[src/rtl/tnn_seq_pkg.sv]
// Shared types and helpers for the time-multiplexed ternary-neuron layer sequencer.
// Holds the feature geometry, the sequencer state encoding and the popcount used for out_count.
package tnn_seq_pkg;

    localparam int FEAT_W_DEF  = 3;
    localparam int NUM_FEAT    = 5;
    localparam int MAX_NEURONS = 16;

    typedef enum logic [1:0] {
        IDLE = 2'd0,
        RUN  = 2'd1,
        DONE = 2'd2
    } state_t;

    function automatic logic [4:0] popcount16(input logic [MAX_NEURONS-1:0] v);
        logic [4:0] c;
        c = '0;
        for (int i = 0; i < MAX_NEURONS; i++) begin
            c = c + 5'(v[i]);
        end
        return c;
    endfunction

endpackage

[src/rtl/tnn_layer_seq.sv]
// Sequences one feature vector through NUM_NEURONS masked evaluations of an external
// combinational neuron core, one neuron per clock, and presents the decision bits plus their count.
module tnn_layer_seq
    import tnn_seq_pkg::*;
#(
    parameter int NUM_NEURONS = 8,
    parameter int FEAT_W      = FEAT_W_DEF
) (
    input  logic                               clk,
    input  logic                               rst,
    input  logic                               in_valid,
    output logic                               in_ready,
    input  logic [NUM_FEAT*FEAT_W-1:0]         in_feat,
    input  logic                               cfg_we,
    input  logic [$clog2(NUM_NEURONS)-1:0]     cfg_addr,
    input  logic [NUM_FEAT*FEAT_W-1:0]         cfg_mask,
    output logic                               cfg_ready,
    output logic [FEAT_W-1:0]                  core_a,
    output logic [FEAT_W-1:0]                  core_b,
    output logic [FEAT_W-1:0]                  core_c,
    output logic [FEAT_W-1:0]                  core_d,
    output logic [FEAT_W-1:0]                  core_e,
    input  logic                               core_out,
    output logic                               out_valid,
    input  logic                               out_ready,
    output logic [NUM_NEURONS-1:0]             out_bits,
    output logic [$clog2(NUM_NEURONS+1)-1:0]   out_count
);

    localparam int VEC_W = NUM_FEAT * FEAT_W;
    localparam int IDX_W = $clog2(NUM_NEURONS);
    localparam int CNT_W = $clog2(NUM_NEURONS + 1);
    localparam logic [IDX_W-1:0] LAST_IDX = IDX_W'(NUM_NEURONS - 1);

    state_t                 state_q, state_d;
    logic [IDX_W-1:0]       idx_q, idx_d;
    logic [VEC_W-1:0]       feat_q, feat_d;
    logic [NUM_NEURONS-1:0] out_bits_q, out_bits_d;
    logic [CNT_W-1:0]       out_count_q, out_count_d;

    logic [VEC_W-1:0]       mask_all [NUM_NEURONS];
    logic [NUM_NEURONS-1:0] bits_upd;
    logic [VEC_W-1:0]       core_vec;
    logic                   cfg_wr;

    // Out-of-range addresses never match a neuron, so they are dropped without side effect.
    assign cfg_wr = cfg_we && cfg_ready && (CNT_W'(cfg_addr) < CNT_W'(NUM_NEURONS));

    genvar gi;
    generate
        for (gi = 0; gi < NUM_NEURONS; gi++) begin : g_mask
            logic [VEC_W-1:0] mask_q, mask_d;

            always_comb begin
                mask_d = mask_q;
                if (cfg_wr && (cfg_addr == IDX_W'(gi))) begin
                    mask_d = cfg_mask;
                end
            end

            always_ff @(posedge clk or posedge rst) begin
                if (rst) begin
                    mask_q <= '0;
                end else begin
                    mask_q <= mask_d;
                end
            end

            assign mask_all[gi] = mask_q;
        end
    endgenerate

    always_comb begin
        state_d     = state_q;
        idx_d       = idx_q;
        feat_d      = feat_q;
        out_bits_d  = out_bits_q;
        out_count_d = out_count_q;
        bits_upd    = out_bits_q;
        core_vec    = '0;
        in_ready    = 1'b0;
        cfg_ready   = 1'b0;
        out_valid   = 1'b0;

        case (state_q)
            IDLE: begin
                in_ready  = 1'b1;
                cfg_ready = 1'b1;
                if (in_valid) begin
                    feat_d      = in_feat;
                    out_bits_d  = '0;
                    out_count_d = '0;
                    idx_d       = '0;
                    state_d     = RUN;
                end
            end
            RUN: begin
                // A mask written on the acceptance edge is already in mask_all here.
                core_vec        = feat_q ^ mask_all[idx_q];
                bits_upd[idx_q] = core_out;
                out_bits_d      = bits_upd;
                if (idx_q == LAST_IDX) begin
                    out_count_d = CNT_W'(popcount16(MAX_NEURONS'(bits_upd)));
                    state_d     = DONE;
                end else begin
                    idx_d = idx_q + IDX_W'(1);
                end
            end
            DONE: begin
                out_valid = 1'b1;
                if (out_ready) begin
                    state_d = IDLE;
                end
            end
            default: begin
                state_d = IDLE;
            end
        endcase
    end

    always_ff @(posedge clk or posedge rst) begin
        if (rst) begin
            state_q     <= IDLE;
            idx_q       <= '0;
            feat_q      <= '0;
            out_bits_q  <= '0;
            out_count_q <= '0;
        end else begin
            state_q     <= state_d;
            idx_q       <= idx_d;
            feat_q      <= feat_d;
            out_bits_q  <= out_bits_d;
            out_count_q <= out_count_d;
        end
    end

    assign core_a    = core_vec[0*FEAT_W +: FEAT_W];
    assign core_b    = core_vec[1*FEAT_W +: FEAT_W];
    assign core_c    = core_vec[2*FEAT_W +: FEAT_W];
    assign core_d    = core_vec[3*FEAT_W +: FEAT_W];
    assign core_e    = core_vec[4*FEAT_W +: FEAT_W];
    assign out_bits  = out_bits_q;
    assign out_count = out_count_q;

endmodule

[config.mk]
export PLATFORM = sky130hd
export DESIGN_NAME = tnn_layer_seq
export DESIGN_NICKNAME = d
export VERILOG_FILES = /design/src/rtl/tnn_seq_pkg.sv /design/src/rtl/tnn_layer_seq.sv
export SDC_FILE = /design/constraint.sdc
export NUM_CORES = 1
export LEC_CHECK = 0
export ABC_CLOCK_PERIOD_IN_PS = 4800
export CORE_ASPECT_RATIO = 1.25
export CORE_MARGIN = 5
export CORE_UTILIZATION = 35
export DETAILED_ROUTE_END_ITERATION = 12
export GPL_TIMING_DRIVEN = 1
export MAX_ROUTING_LAYER = met4
export PLACE_DENSITY = 0.63
export RECOVER_POWER = 50
export SYNTH_ARGS = -nofsm -noshare
export SYNTH_HDL_FRONTEND = slang
export SYNTH_SLANG_ARGS = --single-unit
[constraint.sdc]
create_clock -name clk -period 4.8 [get_ports clk]
set_clock_uncertainty 0.05 [all_clocks]
set_input_delay 0.96 -clock clk [delete_from_list [all_inputs] [get_ports clk]]
set_output_delay 0.96 -clock clk [all_outputs]
set_load 0.02 [all_outputs]
==> metrics, run 1 <==
status complete, but fails checks; failing checks capacitance limit, slew limit; Clock Tree Root clkbuf_16; GRT overflow 0; DR pass1 iterations 4; routability cong. 0.836; input/output buffers 68; max frequency 237 MHz; Hold WS around 450 ps; post-synth net total 599; antenna diode count 0; hold depth 1; 1st-iter DRT viols 300; post-CTS resize count 0; CP arrival about 4500 ps; # IOs 69; Mean Syn Cell Area 13.3 sq um; Critical Path Fanout Max 16; hold_sp out_count[1]; cell breakdown of the critical path or2_2 -> nor2_1 -> mux2_2 -> fa_1 -> fa_1 -> inv_1 -> fa_1 -> inv_1 -> ha_1 -> inv_1 -> fa_1 -> xor2_1 -> o2bb2ai_1; most frequent cells in the layout 151 x dfrtp_1, 130 x mux2_2, 65 x clkdlybuf4s50_1; Final Critical Period 4210 ps; cell accounting for the most synthesized area dfrtp_1; H-tree depth 4; antenna viol nets, final 0; Slew @ Worst Pin 2400 ps; nets 664; Worst R2R End out_count[2]; die footprint 24000 sq um; CTS Buf Count 17; CTS tree built; cells after synthesis 551; Cell Rows 59; reg2reg setup slack 590 ps; routed len/inst 19.1 um; Ys Warns 0; Max clock buf depth 2; Startpoint Class flip-flop; CP Class flip-flop to flip-flop; die height roughly 170 um; Syn-to-layout area delta 20.4%; Post-synth EDFFs 0; Global Route Usage Sum around 15%; leak pwr 3.87 nW; Async S/R FF share, synth 100%; Post-Place Setup Slack 494 ps; Largest delay share family, worst path adder cells; pwr/cell area 721 nW/um^2; post-route core utilization between 40 and 50%; Max-Cap Viols 1; Starting Density 35.4%; post-synthesis register bit count 152; RSZ-0062 raised after global routing no; CTS clock-pin slew for the worst setup and hold paths about 60 ps; Horiz. Die Dim ~140 um; initial antenna violation count 0; Area contributors post-synth dfrtp_1 52%, mux2_2 20%, mux2i_1 8.4%; largest net degree at the start of global routing 105; CTS Hold Bufs 0; R2R Path Start idx_q[1]; Post-route DRC 0; setup bufs post-CTS 0; Largest stage delay, worst path ~540 ps; Yosys cell types 39; first-pass GRT wire length 26.9 mm; Post-DP HPWL around 11 mm; CP max stage cell or2_2; Buf+Inv Stages, Crit Path 3; Final setup viols 0; Critical Path Most Common Cell fa_1; number of global-route vias before repair 4887; Worst EP required 5100 ps; fin. max-slew vios 45; hold endpoint out_count[1]; CTS Sinks about 150; worst vdd ir ~0.0004 V; Core Footprint 20700 sq um; Setup crit end kind flip-flop; Post-Layout Cell Count between 900 and 1000; Hold Crit Class flip-flop to flip-flop; total wire length 17.3 mm; final worst-path cycle share slightly below 90%; setup_tns 0 ps; register area share after synthesis between 50% and 60%; layout cells sized above 1 29.9%; Rel. slew slack -59.7%; Synth Flop Type dfrtp_1; Placed Cells 871; commonest non-fill, non-tap cell in the layout dfrtp_1; clock network latency to the later pin of the worst-skew pair ~420 ps; fin worst setup slack 586 ps; Via-to-Cell Ratio 5.17; synthesized cell area 7350 sq um; DR vias about 4700; Worst R2R Path Depth 13; Final Hold Fails 0; Yosys top cell area share 51.8%
==> area by class of cell <==
type	count	area, sq um
Clock buffer	24	482
Fill cell	1872	11900
Inverter	9	35.0
Clock inverter	8	119
Multi-Input combinational cell	359	3300
Sequential cell	152	3810
Tap cell	274	343
Timing Repair Buffer	77	757
==> power by group <==
| group | internal [W] | switching, W | total, W |
|---|---|---|---|
| sequential | 0.00187 | 0.000410 | 0.00228 |
| combinational | 0.00141 | 0.00132 | 0.00273 |
| clock | 0.000857 | 0.000510 | 0.00137 |
| total | 0.00414 | 0.00224 | 0.00638 |
==> routing by layer <==
metal / up-vias / track usage (%) / wire (um)
met5: - / - / 0
met4: 0 / 4.97 / 368
met3: 28 / 3.85 / 792
met2: 112 / 24.5 / 8510
met1: 2375 / 18.0 / 7610
li1: 2153 / - / -
==> cells by family after synthesis <==
family | count (synthesis) | synth area share (%)
buffers and inverters | 40 | 3.05
adder cells (fa/ha/maj) | 9 | 1.94
AND/OR/NAND/NOR | 72 | 5.79
multiplexers | 204 | 30.7
flip-flops | 152 | 51.8
AO/OA/AOI/OAI | 73 | 6.61
XOR/XNOR | 1 | 0.119
==> worst reg2reg max path, delay by kind of cell (launching register included) <==
kind	cells	cell delay, ps
buffers and inverters	3	170
muxes	1	390
AOI/OAI and AO/OA	1	130
xor gates and xnor gates	1	150
DFF	1	470
adders and majority gates	5	1970
and+or+nand+nor	2	820
==> stage by stage <==
| step | total power [W] | area (sq um) |
|---|---|---|
| floorplan | 0.00417 | 7350 |
| global placement | 0.00493 | 8270 |
| detailed placement | 0.00505 | 8270 |
| CTS | 0.00645 | 8870 |
| global route | 0.00677 | 8850 |
| finish | 0.00638 | 8850 |
==> cell usage after synthesis (all sizes together) (2+ instances only) <==
master and number:
clkbuf 8, mux2 142, dfrtp 152, nand3 3, nor2b 3, o22ai 31
or2 2, inv 9, nand2 8, fa 4, a22o 3, nor2 15
ha 5, nand2b 5, nor3 32, a32o 5, mux2i 62, a21oi 6
buf 23, o2bb2ai 2, o21a 15, o21ai 11
==> flip-flops by register name (all words and copies together) (netlist names) <==
name           count
g_mask.mask_q    120
idx_q              3
out_count          4
out_bits           8
state_q            2
feat_q            15
==> how the worst max path moves through the flow <==
stage,cells after the start,start,to,slack [ps]
after floorplan,12,core_out,out_count[2],940
final,13,idx_q[1],out_count[2],590
after global placement,12,core_out,out_count[2],560
after global routing,13,idx_q[1],out_count[2],440
after detailed placement,12,core_out,out_count[2],490
after CTS,13,idx_q[1],out_count[2],610
Power figures use the tool's default switching activity.
==> run 2, diff against run 1 <==
--- a/config.mk
+++ b/config.mk
@@ -5,14 +5,13 @@
 export SDC_FILE = /design/constraint.sdc
 export NUM_CORES = 1
 export LEC_CHECK = 0
-export ABC_CLOCK_PERIOD_IN_PS = 4800
 export CORE_ASPECT_RATIO = 1.25
 export CORE_MARGIN = 5
-export CORE_UTILIZATION = 35
+export CORE_UTILIZATION = 42
 export DETAILED_ROUTE_END_ITERATION = 12
 export GPL_TIMING_DRIVEN = 1
 export MAX_ROUTING_LAYER = met4
-export PLACE_DENSITY = 0.63
+export PLACE_DENSITY = 0.72
 export RECOVER_POWER = 50
 export SYNTH_ARGS = -nofsm -noshare
 export SYNTH_HDL_FRONTEND = slang
==> run 2 against run 1 <==
Effect of this change: die area is 16% lower; critical path type unchanged; routed wire length is 1.3% lower; first-iteration DRC count is 13% lower; core utilization is 7.9 points higher; sequential share of layout area is 0.38 points higher; non-clock buffer count is 2 lower; clock power hardly changed; sequential cell count stayed put; largest power group unchanged; critical path depth stayed put; worst setup slack worse by 7.1 ps; hold slack better by 8.0 ps; sequential power hardly changed; the flow still finishes with violations (capacitance limit, slew limit).
==> metrics, run 2 (synthesis results as in run 1) <==
CP arrival 4510 ps (about the same); Worst R2R Path Depth 13 (unchanged); clock network latency to the later pin of the worst-skew pair 410 ps (about the same); initial antenna violation count 0 (unchanged); Cell Rows 54 (-8.5%); routed len/inst 20.0 um (+4.7%); final instance area 8770 sq um (-0.88%); Hold WS 454 ps (+8.04 ps); total wire length 17.0 mm (-1.3%); Worst R2R End out_count[2]; Global Route Usage Sum 17.9% (+3.0 points); commonest non-fill, non-tap cell in the layout dfrtp_1; Placed Cells 819 (-6.0%); Slew @ Worst Pin 2040 ps (-356 ps); largest net degree at the start of global routing 153 (+46%); hold depth 1 (unchanged); routability cong. 0.833 (-0.39%); CTS clock-pin slew for the worst setup and hold paths 60 ps (about the same); # IOs 69 (unchanged); Critical Path Most Common Cell fa_1; max frequency 237 MHz (-0.17%); CP Class flip-flop to flip-flop; final worst-path cycle share 87.9% (+0.15 points); Via-to-Cell Ratio 5.56 (+7.6%); Clock Tree Root clkbuf_16; CTS Sinks 152 (unchanged); setup bufs post-CTS 0 (unchanged); Post-DP HPWL 10.9 mm (-1.1%); Setup crit end kind flip-flop; Rel. slew slack -36.0% (+24 points); CTS Buf Count 17 (unchanged); fin. max-slew vios 153 (+240%); Hold Crit Class flip-flop to flip-flop; most frequent cells in the layout 151 x dfrtp_1, 130 x mux2_2, 66 x clkdlybuf4s50_1; setup_tns 0 ps (unchanged); DR pass1 iterations 5 (+1); post-route core utilization 50.5% (+7.9 points); hold_sp g_mask[0].mask_q[2]; Horiz. Die Dim 128 um (-8.1%); DR vias 4733 (+1.4%); post-CTS resize count 0 (unchanged); reg2reg setup slack 580 ps (about the same); Post-route DRC 0 (unchanged); Critical Path Fanout Max 16 (unchanged); CP max stage cell or2_2; first-pass GRT wire length 27.1 mm (+0.69%); worst vdd ir 0.000326 V (-19%); CTS tree built; GRT overflow 0 (unchanged); Syn-to-layout area delta 19.3%; Post-Layout Cell Count 851 (-5.8%); Largest stage delay, worst path 520 ps (-20 ps); Largest delay share family, worst path adder cells; Max-Cap Viols 1 (unchanged); antenna diode count 0 (unchanged); Startpoint Class flip-flop; Max clock buf depth 2 (unchanged); pwr/cell area 729 nW/um^2 (+1.1%); failing checks capacitance limit, slew limit; die height 158 um (-8.2%); number of global-route vias before repair 5089 (+4.1%); leak pwr 3.85 nW (-0.40%); Final setup viols 0 (unchanged); layout cells sized above 1 30.1% (+0.25 points); Worst EP required 5090 ps (about the same); antenna viol nets, final 0 (unchanged); nets 662 (-0.30%); cell breakdown of the critical path or2_2 -> nor2_1 -> mux2_2 -> fa_1 -> fa_1 -> inv_1 -> fa_1 -> inv_1 -> ha_1 -> inv_1 -> fa_1 -> xor2_1 -> o2bb2ai_1; Cell Area, Placed 8190 sq um (-0.94%); RSZ-0062 raised after global routing no; max reg flops 120 (unchanged); R2R Path Start idx_q[1]; H-tree depth 4 (unchanged); input/output buffers 68 (unchanged); Final Hold Fails 0 (unchanged); Biggest register g_mask.mask_q; Buf+Inv Stages, Crit Path 3 (unchanged); CTS Hold Bufs 0 (unchanged); hold endpoint g_mask[0].mask_q[2]; Starting Density 42.3% (+6.9 points); status complete, but fails checks; Final Critical Period 4220 ps (+7.11 ps); 1st-iter DRT viols 262 (-13%); die footprint 20300 sq um (-16%); Core Footprint 17400 sq um (-16%)
[run 2: cell count changes in the layout (fill, tap and decap cells not counted)]
cell,change
inv_6,+1
clkbuf_8,-1
clkbuf_1,-3
clkinvlp_4,+3
clkdlybuf4s50_1,+1
dlygate4sd3_1,-1
clkbuf_4,+1
clkinvlp_2,-1
clkinv_4,+1
buf_12,-1
buf_4,-1
clkinv_2,-1
[run 2: how the worst max path moves through the flow]
stage / start / depth (start not counted) / to
global placement: core_out / 12 / out_count[2]
CTS: idx_q[1] / 13 / out_count[2]
global route: idx_q[1] / 13 / out_count[2]
detailed placement: core_out / 12 / out_count[2]
floorplan: core_out / 12 / out_count[2]
finish: idx_q[1] / 13 / out_count[2]
[run 2: area by class of cell]
| cell class | instances | area, sq um |
|---|---|---|
| fill | 1455 | 8600 |
| sequential | 152 | 3810 |
| multi-input combinational | 359 | 3300 |
| timing repair buffer | 75 | 733 |
| clock buffer | 21 | 460 |
| tap | 224 | 280 |
| clock inverter | 11 | 146 |
| inverter | 9 | 37.5 |
[run 2: per-layer routing]
layer	global-route usage, %	vias up	share of wire [%]
li1	-	2149	-
met2	30.4	98	54
met4	6.93	0	1.4
met3	3.71	16	3.6
met1	20.7	2470	41
met5	-	-	0
[run 2: metrics by stage]
stage | power, W | worst slack, ps
2_1_floorplan | 0.00417 | 942
3_3_place_gp | 0.00490 | 579
3_5_place_dp | 0.00506 | 430
4_1_cts | 0.00644 | 591
5_1_grt | 0.00680 | 479
6_report | 0.00639 | 579
[run 2: worst register-to-register path, cell delays in order (launching register included)]
cell and delay, ps:
dfrtp_1 460, or2_2 520, nor2_1 260, mux2_2 380
fa_1 470, fa_1 490, inv_1 50, fa_1 450
inv_1 80, ha_1 160, inv_1 60, fa_1 380
xor2_1 160, o2bb2ai_1 160
[run 2: power breakdown]
part	switching [W]	leakage, nW	total (W)	internal, W
sequential	0.000416	1.91	0.00229	0.00187
clock	0.000520	0.293	0.00137	0.000846
combinational	0.00133	1.65	0.00273	0.00140
==> run 3, diff against run 2 <==
--- a/config.mk
+++ b/config.mk
@@ -8,6 +8,7 @@
 export CORE_ASPECT_RATIO = 1.25
 export CORE_MARGIN = 5
 export CORE_UTILIZATION = 42
+export CTS_BUF_LIST = sky130_fd_sc_hd__clkbuf_8
 export DETAILED_ROUTE_END_ITERATION = 12
 export GPL_TIMING_DRIVEN = 1
 export MAX_ROUTING_LAYER = met4
==> run 3 against run 2 <==
Effect of this change: the run still ends with capacitance limit, slew limit left; cell count unchanged; critical path depth is the same; fmax grew 0.34%; cell area fell by 2.3%; sequential cell count stayed put; hold slack got worse by 1.5 ps; clock power decreased by 26%; combinational power hardly changed; sequential share of layout area rose by 1.0 points; sequential power hardly changed; global-route usage grew 0.069 points; die area is the same; critical endpoint unchanged; largest cell class unchanged; largest power group unchanged; highest routed layer unchanged.
==> metrics, run 3 (synthesis results as in run 1) <==
status complete, but fails checks; failing checks capacitance limit, slew limit; Core Footprint 17400 sq um (unchanged); R2R Path Start idx_q[1]; number of global-route vias before repair 5031 (-1.1%); worst vdd ir 0.000236 V (-28%); Max clock buf depth 2 (unchanged); Largest delay share family, worst path adder cells; clock network latency to the later pin of the worst-skew pair 440 ps (+30 ps); Worst R2R Path Depth 13 (unchanged); first-pass GRT wire length 27.0 mm (-0.36%); 1st-iter DRT viols 214 (-18%); leak pwr 3.76 nW (-2.3%); H-tree depth 4 (unchanged); Worst R2R End out_count[2]; Multi-input gate area 3300 sq um (-0.23%); Post-DP HPWL 10.9 mm (unchanged); Final Hold Fails 0 (unchanged); Critical Path Most Common Cell fa_1; DR pass1 iterations 6 (+1); pwr/cell area 702 nW/um^2 (-3.6%); Via-to-Cell Ratio 5.54 (-0.44%); antenna diode count 0 (unchanged); Placed Cells 819 (unchanged); Worst EP required 5120 ps (+30 ps); Cell Rows 54 (unchanged); initial antenna violation count 0 (unchanged); setup_tns 0 ps (unchanged); Critical Path Sink out_count[2]; Startpoint Class flip-flop; max reg flops 120 (unchanged); CP Class flip-flop to flip-flop; instance count on the critical path 13 (unchanged); final worst-path cycle share 87.6% (-0.30 points); Global Route Usage Sum 17.9% (+0.069 points); cell breakdown of the critical path or2_2 -> nor2_1 -> mux2_2 -> fa_1 -> fa_1 -> inv_1 -> fa_1 -> inv_1 -> ha_1 -> inv_1 -> fa_1 -> xor2_1 -> o2bb2ai_1; CP arrival 4530 ps (+20 ps); Critical Path Fanout Max 16 (unchanged); most frequent cells in the layout 151 x dfrtp_1, 130 x mux2_2, 66 x clkdlybuf4s50_1; routed len/inst 19.9 um (-0.79%); commonest non-fill, non-tap cell in the layout dfrtp_1; DR vias 4712 (-0.44%); # IOs 69 (unchanged); Starting Density 42.3% (unchanged); Layout fillers 1483 (+1.9%); nets 662 (unchanged); CP max stage cell or2_2; Hold Crit Class flip-flop to flip-flop; Buf+Inv Stages, Crit Path 3 (unchanged); setup bufs post-CTS 0 (unchanged); largest net degree at the start of global routing 153 (unchanged); die footprint 20300 sq um (unchanged); Slew @ Worst Pin 2040 ps (-2.66 ps); GRT overflow 0 (unchanged); layout cells sized above 1 29.8% (-0.32 points); die height 158 um (unchanged); Setup crit end kind flip-flop; Max-Cap Viols 1 (unchanged); register area 3810 sq um (unchanged); Clock Tree Root clkbuf_8; Rel. slew slack -35.8% (+0.18 points); CTS Buf Count 17 (unchanged); Final Critical Period 4210 ps (-14.4 ps); post-route core utilization 49.4% (-1.1 points); Post-route DRC 0 (unchanged); routability cong. 0.833 (unchanged); Pwr Total 0.00602 W (-5.8%); total wire length 16.9 mm (-0.79%); fin. max-slew vios 153 (unchanged); Final setup viols 0 (unchanged); CTS Sinks 152 (unchanged); crit path from idx_q[1]; antenna viol nets, final 0 (unchanged); CTS clock-pin slew for the worst setup and hold paths 80 ps (+20 ps); RSZ-0062 raised after global routing no; max frequency 238 MHz (+0.34%); Syn-to-layout area delta 16.6%; Biggest register g_mask.mask_q; Largest stage delay, worst path 520 ps (about the same); post-CTS resize count 0 (unchanged); CTS tree built; CTS Hold Bufs 0 (unchanged); reg2reg setup slack 590 ps (about the same); Post-Layout Cell Count 851 (unchanged); input/output buffers 68 (unchanged); Horiz. Die Dim 128 um (unchanged)
run 3: cell types whose count changed in the layout (fill, tap and decap cells not counted), sizes merged:
cell	change
inv	+2
clkbuf	-2
run 3: worst min-delay path by stage:
stage,start,end,slack (ps),cells after the start
2_1_floorplan,g_mask[5].mask_q[7],g_mask[5].mask_q[7],410,1
3_3_place_gp,g_mask[5].mask_q[7],g_mask[5].mask_q[7],420,1
3_5_place_dp,g_mask[4].mask_q[13],g_mask[4].mask_q[13],440,1
4_1_cts,g_mask[0].mask_q[2],g_mask[0].mask_q[2],460,1
5_1_grt,g_mask[3].mask_q[2],g_mask[3].mask_q[2],470,1
6_report,g_mask[0].mask_q[8],g_mask[0].mask_q[8],450,1
run 3: final cells by class:
| cell class | count | area share, % |
|---|---|---|
| Tap cell | 224 | 3.27 |
| Sequential cell | 152 | 44.4 |
| Timing Repair Buffer | 75 | 8.56 |
| Clock buffer | 19 | 3.05 |
| Clock inverter | 13 | 1.80 |
| Multi-Input combinational cell | 359 | 38.5 |
| Inverter | 9 | 0.438 |
run 3: routing by layer:
metal  track usage (%)  part of all wire, %
met5                 -                    0
met4              7.84                  2.8
met3              3.68                  3.6
met2              30.0                   52
met1              20.9                   41
run 3: stage by stage:
step                      worst slack (ps)  hold slack, ps  area, sq um
after floorplan                        942             408         7350
after global placement                 579             417         8190
after detailed placement               430             445         8190
after CTS                              586             462         8610
after global routing                   431             470         8570
final                                  593             452         8570
run 3: power breakdown:
| part | leakage [nW] | switching, W | internal [W] |
|---|---|---|---|
| logic | 1.64 | 0.00132 | 0.00139 |
| clock network | 0.214 | 0.000478 | 0.000538 |
| registers | 1.91 | 0.000413 | 0.00187 |
